[src/rtl/tone_if.sv]
// tone_if: mic/enable stimulus toward the classifier and the classified tone/period results back.
interface tone_if #(
    parameter int TONE_W   = 2,
    parameter int PERIOD_W = 18
);
    logic                enable;
    logic                mic;
    logic [TONE_W-1:0]   tone;
    logic                tone_valid;
    logic                tone_change;
    logic [PERIOD_W-1:0] period;
    modport master (output enable, mic, input tone, tone_valid, tone_change, period);
    modport slave (input enable, mic, output tone, tone_valid, tone_change, period);
endinterface

[src/rtl/tone_classifier.sv]
// tone_classifier: measures mic square-wave period in clk cycles and classifies it into NUM_TONES tones.
// Optional TONE_GLITCH_FILTER_EN drops mic pulses shorter than GLITCH_CYCLES before edge detection.
module tone_classifier #(
    parameter int                              NUM_TONES     = 3,
    parameter int                              PERIOD_W      = 18,
    parameter logic [NUM_TONES*PERIOD_W-1:0]   TONE_PERIODS  = {18'd200_000, 18'd100_000, 18'd66_667},
    parameter int                              TOL_SHIFT     = 3,
    parameter int                              TIMEOUT       = 250_000,
    parameter int                              CONFIRM       = 3,
    parameter int                              SYNC_STAGES   = 2,
    parameter int                              GLITCH_CYCLES = 16
) (
    input logic   clk,
    input logic   rst_n,
    tone_if.slave bus
);
    localparam int TONE_W = $clog2(NUM_TONES + 1);
    localparam int RUN_W  = $clog2(CONFIRM + 1);

    if (SYNC_STAGES < 2 || CONFIRM < 1 || GLITCH_CYCLES < 1 || TIMEOUT >= 2 ** PERIOD_W) begin : g_bad_params
        $error("tone_classifier: illegal parameter combination");
    end

    logic [SYNC_STAGES-1:0] sync;
    logic                   lvl, lvl_q, rise, armed, change, timeout;
    logic [PERIOD_W-1:0]    count, period;
    logic [PERIOD_W:0]      ref_p, diff;
    logic [TONE_W-1:0]      cls, cand, tone;
    logic [RUN_W-1:0]       run, run_n;

    always_ff @(posedge clk or negedge rst_n)
        if (!rst_n) sync <= '0;
        else sync <= {sync[SYNC_STAGES-2:0], bus.mic};

`ifdef TONE_GLITCH_FILTER_EN
    localparam int GW = $clog2(GLITCH_CYCLES + 1);
    logic [GW-1:0] glitch_cnt;
    logic          filt;
    always_ff @(posedge clk or negedge rst_n)
        if (!rst_n) begin
            filt       <= 1'b0;
            glitch_cnt <= '0;
        end else if (sync[SYNC_STAGES-1] == filt) begin
            glitch_cnt <= '0;
        end else if (glitch_cnt == GW'(GLITCH_CYCLES - 1)) begin
            filt       <= sync[SYNC_STAGES-1];
            glitch_cnt <= '0;
        end else begin
            glitch_cnt <= glitch_cnt + 1'b1;
        end
    assign lvl = filt;
`else
    assign lvl = sync[SYNC_STAGES-1];
`endif

    always_ff @(posedge clk or negedge rst_n)
        if (!rst_n) begin
            lvl_q <= 1'b0;
            rise  <= 1'b0;
        end else begin
            lvl_q <= lvl;
            rise  <= lvl & ~lvl_q;
        end

    // Iterate from the highest index down so the lowest matching tone wins on overlap.
    always_comb begin
        cls   = '0;
        ref_p = '0;
        diff  = '0;
        for (int i = NUM_TONES - 1; i >= 0; i--) begin
            ref_p = {1'b0, TONE_PERIODS[i*PERIOD_W +: PERIOD_W]};
            diff  = ({1'b0, count} >= ref_p) ? {1'b0, count} - ref_p : ref_p - {1'b0, count};
            if (diff <= (ref_p >> TOL_SHIFT)) cls = TONE_W'(i + 1);
        end
    end

    assign run_n   = (cls != cand) ? RUN_W'(1) : (run == RUN_W'(CONFIRM)) ? run : run + 1'b1;
    assign timeout = armed && count == PERIOD_W'(TIMEOUT);

    always_ff @(posedge clk or negedge rst_n)
        if (!rst_n) begin
            count  <= '0;
            armed  <= 1'b0;
            cand   <= '0;
            run    <= '0;
            tone   <= '0;
            period <= '0;
            change <= 1'b0;
        end else if (!bus.enable) begin
            count  <= '0;
            armed  <= 1'b0;
            cand   <= '0;
            run    <= '0;
            tone   <= '0;
            period <= '0;
            change <= 1'b0;
        end else begin
            change <= 1'b0;
            count  <= (count == PERIOD_W'(TIMEOUT)) ? count : count + 1'b1;
            if (rise && armed) begin
                count  <= PERIOD_W'(1);
                period <= count;
                cand   <= cls;
                run    <= run_n;
                if (run_n == RUN_W'(CONFIRM) && cls != tone) begin
                    tone   <= cls;
                    change <= 1'b1;
                end
            end else if (rise) begin
                count <= PERIOD_W'(1);
                armed <= 1'b1;
            end else if (timeout) begin
                armed <= 1'b0;
                cand  <= '0;
                run   <= '0;
                if (tone != '0) begin
                    tone   <= '0;
                    change <= 1'b1;
                end
            end
        end

    assign bus.tone        = tone;
    assign bus.tone_valid  = tone != '0;
    assign bus.tone_change = change;
    assign bus.period      = period;
endmodule

[src/flat_wrapper.sv]
// flat-port wrapper written by rule: the top's interface ports become plain ports
module tone_classifier_flat 
#(
    parameter int                              NUM_TONES     = 3,
    parameter int                              PERIOD_W      = 18,
    parameter logic [NUM_TONES*PERIOD_W-1:0]   TONE_PERIODS  = {18'd200_000, 18'd100_000, 18'd66_667},
    parameter int                              TOL_SHIFT     = 3,
    parameter int                              TIMEOUT       = 250_000,
    parameter int                              CONFIRM       = 3,
    parameter int                              SYNC_STAGES   = 2,
    parameter int                              GLITCH_CYCLES = 16
)
  (clk, rst_n, bus_enable, bus_mic, bus_tone, bus_tone_valid, bus_tone_change, bus_period);
  tone_if #(.TONE_W(2), .PERIOD_W(PERIOD_W)) bus_i ();
  input logic clk;
  input logic rst_n;
  input wire logic [$bits(bus_i.enable)-1:0] bus_enable;
  input wire logic [$bits(bus_i.mic)-1:0] bus_mic;
  output wire logic [$bits(bus_i.tone)-1:0] bus_tone;
  output wire logic [$bits(bus_i.tone_valid)-1:0] bus_tone_valid;
  output wire logic [$bits(bus_i.tone_change)-1:0] bus_tone_change;
  output wire logic [$bits(bus_i.period)-1:0] bus_period;
  assign bus_i.enable = bus_enable;
  assign bus_i.mic = bus_mic;
  assign bus_tone = bus_i.tone;
  assign bus_tone_valid = bus_i.tone_valid;
  assign bus_tone_change = bus_i.tone_change;
  assign bus_period = bus_i.period;
  tone_classifier #(.NUM_TONES(NUM_TONES), .PERIOD_W(PERIOD_W), .TONE_PERIODS(TONE_PERIODS), .TOL_SHIFT(TOL_SHIFT), .TIMEOUT(TIMEOUT), .CONFIRM(CONFIRM), .SYNC_STAGES(SYNC_STAGES), .GLITCH_CYCLES(GLITCH_CYCLES)) u_core (.clk(clk), .rst_n(rst_n), .bus(bus_i));
endmodule
[config.mk]
export PLATFORM = sky130hd
export DESIGN_NAME = tone_classifier_flat
export DESIGN_NICKNAME = d
export VERILOG_FILES = /design/src/rtl/tone_if.sv /design/src/rtl/tone_classifier.sv /design/src/flat_wrapper.sv
export SDC_FILE = /design/constraint.sdc
export NUM_CORES = 1
export LEC_CHECK = 0
export CAP_MARGIN = 40
export CORE_MARGIN = 4
export CORE_UTILIZATION = 55
export DETAILED_ROUTE_END_ITERATION = 8
export HOLD_SLACK_MARGIN = 0.06
export PLACE_DENSITY = 0.7
export SYNTH_ARGS = -nofsm -noshare
export SYNTH_HDL_FRONTEND = slang
export SYNTH_SLANG_ARGS = --single-unit
export TNS_END_PERCENT = 5
[constraint.sdc]
create_clock -name clk -period 10.43 [get_ports clk]
set_clock_uncertainty 0.2 [all_clocks]
set_input_delay 2.6075 -clock clk [delete_from_list [all_inputs] [get_ports clk]]
set_output_delay 2.6075 -clock clk [all_outputs]
set_load 0.005 [all_outputs]
==> impl_metrics.py, run 1 <==
metrics = {
    "outcome": {
        "status": "finished, final reports clean",
    },
    "synth": {
        "synth_top_family_by_area": "compound AO/OA/AOI/OAI gates",
        "yosys_warnings": 0,
        "synth_ff_type": "dfrtp_1",
        "syn_nets": 609,
        "synth-adder-area-share_pct": 4.30,
        "ys_seq_area_share_pct": 25.8,
        "synthArstFlopShare_pct": 100,
        "synthesis.area_um2": 4660,
        "synthMuxAreaShare_pct": 1.37,
        "synth_xor_xnor_area_share_pct": 6.96,
        "yosysUniqueCellTypes": 87,
        "ys_ff_latch": 48,
        "avgSynthCellArea_um2": 7.90,
        "post_synth_and_or_nand_nor_area_fraction_pct": 25.7,
        "synth_compound_area_share_pct": 29.7,
        "synthCells": 589,
        "synth_edf_count": 0,
    },
    "clock_network": {
        "cts.clk_slew.worst_paths_ps": 100,
        "ctsResizeCount": 0,
        "cts-root-buf": "clkbuf_8",
        "cts_buffer_depth": 2,
        "cts_sinks": 48,
        "h-tree-depth": 2,
        "insertion_delay_ps": 310,
        "tritoncts": "built",
        "postCtsSetupBuffers": 0,
        "cts_buffers": 5,
        "cts_hold_buffers": 0,
    },
    "timing": {
        "setup_viol": 0,
        "post-route-period-util_pct": 49.8,
        "tns_ps": 0,
        "slew_violations": 0,
        "rsz0062_at_grt": "false",
        "hold_viol": 0,
        "fin_hold_ws_ps": 161,
        "worstMarginPinSlew_ps": 970,
        "period_needed_ps": 5200,
        "timing.fmax_mhz": 192,
        "setup_slack_ps": 5230,
        "relSlewSlack_pct": 35.2,
    },
    "global_routing": {
        "grt_pass1_vias": 4506,
        "grt_pass1_wl_um": 23300,
        "gr-total-overflow": 0,
        "grt_use_total_pct": 28.9,
        "grt_max_degree": 49,
        "antenna_found_initial": 0,
    },
    "cells_and_area": {
        "layout.nets": 603,
        "drive_gt1_share_pct": 8.56,
        "layout.cells.non_filler": 689,
        "utilization_pct": 61.4,
        "diodes": 0,
        "fin_area_um2": 5040,
        "syn_to_final_growth_pct": 8.30,
    },
    "min_path": {
        "worstHoldStart": "u_core.sync[0]",
        "hold_class": "flip-flop to flip-flop",
        "hold_path_end": "u_core.sync[1]",
        "hold_depth": 0,
    },
    "floorplan": {
        "die-area_um2": 10000,
        "io_pins": 26,
        "start_util_pct": 56.7,
        "coreArea_um2": 8220,
        "row_count": 33,
        "die_h_um": 100,
        "fp.dieW_um": 100,
    },
    "routing": {
        "dr.pass1.iters": 6,
        "vias_per_cell": 6.85,
        "final_antenna_net_count": 0,
        "drc": 0,
        "num_vias": 4720,
        "drt-initial-drc-count": 432,
        "routed_wl_um": 14200,
        "routedWlPerCell_um": 20.6,
    },
    "pwr": {
        "p_switching_uw": 97.6,
        "p_seq_share_pct": 48.9,
        "powerDensity_nw_per_um2": 78.0,
        "ir_drop_v": 0.0000637,
        "sw_frac_of_total_pct": 24.8,
        "p_leak_nw": 1.87,
        "power_uw": 393,
        "p_int_uw": 296,
        "clockPowerShare_pct": 42.8,
        "comb_power_share_pct": 8.3,
    },
    "setup_path": {
        "r2r_start": "u_core.count[2]",
        "endpoint_kind": "flip-flop",
        "cp_max_fo": 15,
        "r2r-end": "u_core.bus.tone[0]",
        "crit_required_ps": 10440,
        "reg2reg_slack_ps": 5230,
        "path_class": "flip-flop to flip-flop",
        "crit_start": "u_core.count[2]",
        "rr_worst_depth": 13,
        "arrival_ps": 5200,
        "crit_path_start_kind": "flip-flop",
    },
    "place": {
        "pre_cts_ws_ps": 5270,
        "placed_area_um2": 4900,
        "place_hpwl_um": 10200,
        "gp_congestion": 0.949,
        "io_buffers": 25,
        "dp_cells": 681,
    },
    "run": {
        "maxCapViolCount": 0,
    },
}
worst max-delay path, cell delays in order, from the launching register on:
cell and delay, ps:
dfrtp_1 660, clkinv_1 470, ha_1 400, and3b_1 280, a311o_1 410, a21oi_4 430, mux2_2 390, mux2i_1 170
nor4_1 70, a311o_1 450, a21o_1 250, o41ai_4 370, o211ai_1 150, a311o_1 380
cells in the mapped netlist, types with 10 or more instances:
cell,instances,area (um^2)
nor2_1,47,176
buf_2,12,60.1
clkbuf_1,22,82.6
nor3_1,22,110
o21ai_0,43,215
ha_1,16,200
or3_1,10,62.6
inv_1,17,63.8
xnor2_1,34,298
dfrtp_1,48,1200
nand3_1,23,115
nand2_1,50,188
a21oi_1,35,175
a211oi_1,11,82.6
a31oi_1,12,75.1
how the worst max path moves through the flow:
stage                                     to  slack [ps]  depth (start not counted)
after floorplan           u_core.bus.tone[0]        6190                         15
after global placement    u_core.bus.tone[0]        5420                         13
after detailed placement  u_core.bus.tone[0]        5270                         13
after CTS                 u_core.bus.tone[0]        5270                         13
after global routing      u_core.bus.tone[0]        5000                         13
final                     u_core.bus.tone[0]        5230                         13
layout make-up:
class                           instances  area (um^2)
Fill cell                             718         3170
Multi-Input combinational cell        474         3170
Sequential cell                        48         1200
Timing Repair Buffer                   32          318
Tap cell                              105          131
Inverter                               22         82.6
Clock buffer                            5         68.8
Clock inverter                          3         68.8
logic make-up (layout without fill, tap and decap cells):
family                     after synthesis  in the layout
AOI/OAI and AO/OA                      189            189
xor gates and xnor gates                37             37
adders and majority gates               16             16
buffers and inverters                   67             62
DFF                                     48             48
muxes                                    6              6
and+or+nand+nor                        226            226
power groups by stage:
stage | Clock (mW) | Sequential (mW) | Combinational (mW)
floorplan | 0 | 0.193 | 0.0235
global placement | 0 | 0.196 | 0.0324
detailed placement | 0 | 0.196 | 0.0328
CTS | 0.172 | 0.192 | 0.0329
global route | 0.179 | 0.193 | 0.0362
finish | 0.168 | 0.192 | 0.0328
flip-flops by register name (all words and copies together) (netlist names):
| signal | cells |
|---|---|
| u_core.armed | 1 |
| u_core.bus.period | 18 |
| u_core.bus.tone | 2 |
| u_core.bus.tone_change | 1 |
| u_core.cand | 2 |
| u_core.count | 18 |
| u_core.lvl_q | 1 |
| u_core.rise | 1 |
| u_core.run | 2 |
| u_core.sync | 2 |
metal layers:
layer	up-vias	track usage [%]	share of wire, %
met5	-	0	0
met4	0	10.8	3.2
met3	45	5.63	9.8
met2	269	42.4	43
met1	2239	42.2	44
li1	2167	-	-
cells in the final DEF (no fill, tap or decap), drive strengths merged, types with 8 or more instances in the layout:
| cell | netlist | final |
|---|---|---|
| or3 | 10 | 10 |
| nand3 | 23 | 23 |
| nor2b | 9 | 9 |
| ha | 16 | 16 |
| a211oi | 13 | 13 |
| dfrtp | 48 | 48 |
| xnor2 | 34 | 34 |
| nor2 | 48 | 48 |
| a21o | 8 | 8 |
| a21oi | 36 | 36 |
| nor3 | 23 | 23 |
| o21ai | 47 | 47 |
| inv | 18 | 19 |
| nor4 | 11 | 11 |
| a31oi | 12 | 12 |
| o211ai | 9 | 9 |
| nand2 | 52 | 52 |
| clkdlybuf4s50 | 0 | 24 |
(Power assumes the default switching activity.)
==> run 2: changes to the inputs <==
--- a/config.mk
+++ b/config.mk
@@ -10,7 +10,7 @@
 export CORE_UTILIZATION = 55
 export DETAILED_ROUTE_END_ITERATION = 8
 export HOLD_SLACK_MARGIN = 0.06
-export PLACE_DENSITY = 0.7
+export PLACE_DENSITY = 0.73
 export SYNTH_ARGS = -nofsm -noshare
 export SYNTH_HDL_FRONTEND = slang
 export SYNTH_SLANG_ARGS = --single-unit
==> constraint.sdc (replaced) <==
create_clock -name clk -period 4.4 [get_ports clk]
set_clock_uncertainty 0.2 [all_clocks]
set_input_delay 1.1 -clock clk [delete_from_list [all_inputs] [get_ports clk]]
set_output_delay 1.1 -clock clk [all_outputs]
set_load 0.005 [all_outputs]
==> run 2 against run 1 <==
Effect of this change:
- cell count increased by 5.1%
- die area unchanged
- largest cell class unchanged
- design area increased by 4.8%
- clock power increased by 72%
- highest routed layer unchanged
==> impl_metrics.py, run 2 (synthesized netlist as in run 1, its figures left out) <==
metrics = {
    "outcome": {
        "status": "finished, final reports clean",
    },
    "setup_path": {
        "slowest_stage": "dfrtp_1",
        "cpMostUsedCell": "a311o_1",
        "cp_max_fo": 8,
        "crit_buf_inv": 0,
        "path_cells": "ha_1 > nor2b_1 > a311o_1 > a21oi_4 > mux2_2 > mux2i_1 > nor4_1 > a311o_1 > a21o_1 > o41ai_4 > o211ai_1 > a311o_1",
        "endpoint_kind": "flip-flop",
        "arrival_ps": 4320,
        "crit_family": "compound AO/OA/AOI/OAI gates",
        "slowest_delay_ps": 500,
        "path_class": "flip-flop to flip-flop",
        "crit_path_start_kind": "flip-flop",
        "crit_required_ps": 4410,
    },
    "floorplan": {
        "fp.dieW_um": 100,
        "row_count": 33,
        "die-area_um2": 10000,
        "die_h_um": 100,
        "start_util_pct": 56.7,
        "io_pins": 26,
        "coreArea_um2": 8220,
    },
    "pwr": {
        "p_leak_nw": 2.03,
        "powerDensity_nw_per_um2": 157,
        "ir_drop_v": 0.000135,
    },
    "cells_and_area": {
        "multiInputGateArea_um2": 3200,
        "layout.nets": 638,
        "num-fill-cells": 694,
        "diodes": 0,
        "drive_gt1_share_pct": 14.9,
        "final_common_cell": "nand2_1",
        "largest_registers": "u_core.bus.period: 18 flops, u_core.count: 18 flops",
        "layout_common_cells": "nand2_1 (50), dfrtp_1 (48), nor2_1 (47), o21ai_0 (42), buf_4 (41)",
        "syn_to_final_growth_pct": 13.5,
        "regArea_um2": 1200,
    },
    "timing": {
        "relSlewSlack_pct": 53.3,
        "rsz0062_at_grt": "false",
        "fin_hold_ws_ps": 171,
        "period_needed_ps": 4320,
        "tns_ps": 0,
        "worstMarginPinSlew_ps": 701,
        "hold_viol": 0,
        "setup_viol": 0,
        "post-route-period-util_pct": 98.1,
        "slew_violations": 0,
        "timing.fmax_mhz": 232,
    },
    "clock_network": {
        "cts_buffers": 5,
        "tritoncts": "built",
        "cts_buffer_depth": 2,
        "cts-root-buf": "clkbuf_8",
        "cts.clk_slew.worst_paths_ps": 110,
        "cts_sinks": 48,
        "insertion_delay_ps": 310,
        "h-tree-depth": 2,
    },
    "routing": {
        "routed_wl_um": 15400,
        "drt-initial-drc-count": 422,
        "dr.pass1.iters": 5,
        "routedWlPerCell_um": 21.3,
        "drc": 0,
        "vias_per_cell": 6.87,
        "final_antenna_net_count": 0,
        "num_vias": 4973,
    },
    "global_routing": {
        "use_met2_pct": 47.7,
        "grt_max_degree": 39,
        "grt_use_total_pct": 31.8,
        "grt_util_met1_pct": 46.0,
        "grt_pass1_vias": 4898,
        "grt_pass1_wl_um": 25600,
        "gr-usage-met3_pct": 5.14,
        "gr-total-overflow": 0,
        "top_usage_layer": "met2",
        "antenna_found_initial": 0,
    },
    "run": {
        "maxCapViolCount": 0,
    },
    "place": {
        "io_buffers": 25,
        "place_hpwl_um": 11500,
        "gp_congestion": 1.03,
    },
    "min_path": {
        "hold_class": "flip-flop to flip-flop",
    },
}
run 2: worst paths after layout:
check | startpoint | to | slack (ps) | depth (start not counted)
setup / recovery | u_core.count[6] | u_core.bus.tone[0] | 80 | 12
hold / removal | u_core.sync[0] | u_core.sync[1] | 170 | 0
max in group asynchronous | rst_n | u_core.count[10] | 3060 | 2
setup reg to reg | u_core.count[6] | u_core.bus.tone[0] | 80 | 12
min in group asynchronous | rst_n | u_core.bus.period[3] | 450 | 1
hold reg to reg | u_core.sync[0] | u_core.sync[1] | 170 | 0
run 2: layout make-up:
cell class / instances / share of cell area (%)
clock buffer: 5 / 1.30
sequential: 48 / 22.7
tap: 105 / 2.49
clock inverter: 3 / 0.474
timing repair buffer: 67 / 10.8
multi-input combinational: 474 / 60.5
inverter: 22 / 1.63
run 2: worst register-to-register path, cell delays in order, from the launching register on:
cell	delay (ps)
dfrtp_1	500
ha_1	340
nor2b_1	200
a311o_1	430
a21oi_4	270
mux2_2	370
mux2i_1	140
nor4_1	70
a311o_1	460
a21o_1	250
o41ai_4	440
o211ai_1	140
a311o_1	380
run 2: metrics by stage:
stage / util [%] / instance area (um^2) / instances / power (mW) / worst slack, ps
2_1_floorplan: - / 4660 / 589 / 0.513 / 161
3_3_place_gp: 62.3 / 5120 / 712 / 0.544 / 173
3_5_place_dp: 62.5 / 5140 / 713 / 0.549 / 80.2
4_1_cts: 63.7 / 5230 / 721 / 0.838 / 70.4
5_1_grt: 64.3 / 5280 / 724 / 0.874 / 3.26
6_report: 64.3 / 5280 / 724 / 0.832 / 84.5
run 2: routing by layer:
| metal | share of wire [%] | wire [um] |
|---|---|---|
| met2 | 44 | 6800 |
| met1 | 43 | 6640 |
| met4 | 3.6 | 560 |
| met3 | 9.1 | 1400 |
| met5 | 0 | 0 |
run 2: where the power goes:
| group | internal [mW] | switching (mW) | leakage (nW) |
|---|---|---|---|
| sequential | 0.446 | 0.00354 | 0.659 |
| combinational | 0.0312 | 0.0621 | 1.32 |
| clock | 0.116 | 0.173 | 0.0452 |
| total | 0.593 | 0.238 | 2.03 |
run 2: timing repair:
action                                  4_1_cts  5_1_grt
resized for setup                             0        9
endpoints found under the setup margin        0        5
hold buffers                                  0        0
setup buffers                                 0        3
==> run 3: changes to the inputs <==
--- a/config.mk
+++ b/config.mk
@@ -8,6 +8,7 @@
 export CAP_MARGIN = 40
 export CORE_MARGIN = 4
 export CORE_UTILIZATION = 55
+export CTS_BUF_LIST = sky130_fd_sc_hd__clkbuf_8
 export DETAILED_ROUTE_END_ITERATION = 8
 export HOLD_SLACK_MARGIN = 0.06
 export PLACE_DENSITY = 0.73
==> results of run 3 <==
The final DEF is identical to that of run 2; final timing and power are the same.
==> variant: new RTL, settings of run 2 <==
`TIMEOUT` is set to 250_000 in 2 places; all go to 131_072.
--- a/src/rtl/tone_classifier.sv
+++ b/src/rtl/tone_classifier.sv
@@ -7,3 +7,3 @@
     parameter int                              TOL_SHIFT     = 3,
-    parameter int                              TIMEOUT       = 250_000,
+    parameter int                              TIMEOUT       = 131_072,
     parameter int                              CONFIRM       = 3,
--- a/src/flat_wrapper.sv
+++ b/src/flat_wrapper.sv
@@ -7,3 +7,3 @@
     parameter int                              TOL_SHIFT     = 3,
-    parameter int                              TIMEOUT       = 250_000,
+    parameter int                              TIMEOUT       = 131_072,
     parameter int                              CONFIRM       = 3,
Behaviour: no difference found for any inputs over 10 cycles, from zero or initial values and one cycle with rst_n low; that may be too few to reach the edited logic, so the function may still have changed.
==> variant against run 2 <==
Final area is 1.6% lower. Sequential cell count stayed put. Cell count is 1.2% lower. Area after synthesis is 0.73% lower. Routed wire length is 6.4% lower. Total power is 1.7% higher. Worst hold slack worse by 2.9 ps. First-iteration DRC count is 15% higher. Count of clock-buffer cells in the layout is 1 higher. Worst setup slack better by 180 ps. Critical path type unchanged.
==> variant: results (changes against run 2) <==
Run status
  • Status: finished clean

Global route
  • Vias in the first global route: 4572 (-6.7%)
  • Grt ovf: 0 (unchanged)
  • Largest net degree at the start of global routing: 29 (-26%)
  • First-pass GRT wire length: 24.0 mm (-6.4%)
  • GRT Util Overall: 29.9% (-1.9 points)
  • Initial antenna violation count: 0 (unchanged)

CTS
  • Clock tree buffer depth: 2 (unchanged)
  • Clock-pin slew on the worst setup and hold paths: 100 ps
  • Root Buffer: clkbuf_8
  • Setup Buffers After CTS: 0 (unchanged)
  • Clock buffer count from CTS: 5 (unchanged)

Cells and area
  • # diodes: 0 (unchanged)
  • Nets: 629 (-1.4%)
  • Final cell count without fillers: 715 (-1.2%)
  • Fraction of layout cells with a size suffix above 1: 11.8% (-3.1 points)
  • Fillers: 738 (+6.3%)

Setup path
  • CP arrival: 4140 ps (-180 ps)
  • Crit path max fanout: 10 (+2)
  • Slowest CP cell: dfrtp_1
  • Reg2Reg Setup Slack: 260 ps (+180 ps)

Flow run
  • MaxCap Viol Count: 0 (unchanged)

Yosys
  • Top FF cell, synth: dfrtp_1
  • Synth top cells by count: nor2_1 (56), nand2_1 (49), dfrtp_1 (48)
  • Async set-reset flop share out of synthesis: 100% (unchanged)
  • Mapped Nets: 602 (-1.1%)
  • Synth Area per Inst: 7.94 um2 (+0.47%)
  • Synth warn: 0 (unchanged)
  • Leading post-synthesis cells by cell area: dfrtp_1 (26%), xnor2_1 (6.3%), nor2_1 (4.5%), ha_1 (4.3%), nand2_1 (4.0%)
  • Post-synthesis sequential area ratio: 26.0% (+0.19 points)
  • Netlist cell types: 78 (-10%)

Pwr
  • Leakage: 2.07 nW (+2.1%)
  • VDD IR max: 0.195 mV (+45%)

Detailed routing
  • WL final: 14.4 mm (-6.4%)
  • Initial drt markers: 484 (+15%)
  • Post-DR vias/cell: 6.66 (-3.1%)

Placed design
  • Dpl cells: 707 (-0.84%)
  • Number of port buffers: 25 (unchanged)
  • GP Congestion: 0.953 (-7.3%)
  • Dpl hpwl: 10.9 mm (-4.9%)

STA
  • Final setup fails: 0 (unchanged)
  • Slew @ Worst Pin: 814 ps (+113 ps)
==> variant: power by group <==
part           switching [W]  internal [W]   total, W
Sequential        0.00000527      0.000446   0.000451
Clock               0.000167      0.000132   0.000299
Combinational      0.0000619     0.0000336  0.0000955
Total               0.000235      0.000611   0.000846
==> variant: critical path: cells and delay by family (launching register included) <==
| kind | cells | cell delay [ps] |
|---|---|---|
| AOI/OAI and AO/OA | 5 | 1340 |
| and+or+nand+nor | 6 | 1290 |
| DFF | 1 | 510 |
| adders and majority gates | 1 | 310 |
| muxes | 1 | 210 |
| buffers and inverters | 1 | 180 |
==> variant: cell type report <==
class                   instances  area share, %
multi-input cells             475           61.1
flip-flops and latches         48           23.1
repair buffers                 63           10.2
well taps                     105           2.53
clock buffers                   6           1.59
inverters                      16           1.16
clock inverters                 2          0.337
==> variant: path summary, 6_finish.rpt <==
path | endpoint | startpoint | depth (start not counted)
setup / recovery | u_core.bus.tone_change | u_core.count[1] | 14
hold / removal | u_core.sync[1] | u_core.sync[0] | 0
setup reg to reg | u_core.bus.tone_change | u_core.count[1] | 14
hold reg to reg | u_core.sync[1] | u_core.sync[0] | 0
max in group asynchronous | u_core.bus.period[4] | rst_n | 2
min in group asynchronous | u_core.count[17] | rst_n | 1
==> variant: stage by stage <==
stage               util, %  instance area, um2  power [W]  hold WS [ps]  setup slack (ps)
floorplan                 -                4620   0.000520           131               635
global placement       62.3                5090   0.000553           147               463
detailed placement     62.3                5090   0.000553           138               287
CTS                    63.5                5190   0.000849           170               268
global route           63.6                5200   0.000881           188              69.1
finish                 63.6                5200   0.000846           168               265
==> variant: cell families (layout without fill, tap and decap cells) <==
family	Yosys count	in the layout	synth area share [%]
muxes	11	11	2.41
DFF	48	48	26.0
xor gates and xnor gates	40	40	7.58
buffers and inverters	59	87	5.44
adders and majority gates	16	16	4.33
and+or+nand+nor	227	227	26.2
AOI/OAI and AO/OA	181	181	28.0
==> variant: metal layers <==
| metal | vias to the layer above | wire length, um | global-route usage [%] |
|---|---|---|---|
| met5 | - | 0 | 0 |
| met4 | 0 | 589 | 12.2 |
| met3 | 55 | 1200 | 3.44 |
| met2 | 282 | 6530 | 46.5 |
| met1 | 2230 | 6090 | 42.4 |
| li1 | 2194 | - | - |
==> variant: repair_timing <==
action | 4_1_cts | 5_1_grt
resized for setup | 0 | 1
setup endpoints to repair | 0 | 1
hold endpoints to repair | 0 | 0
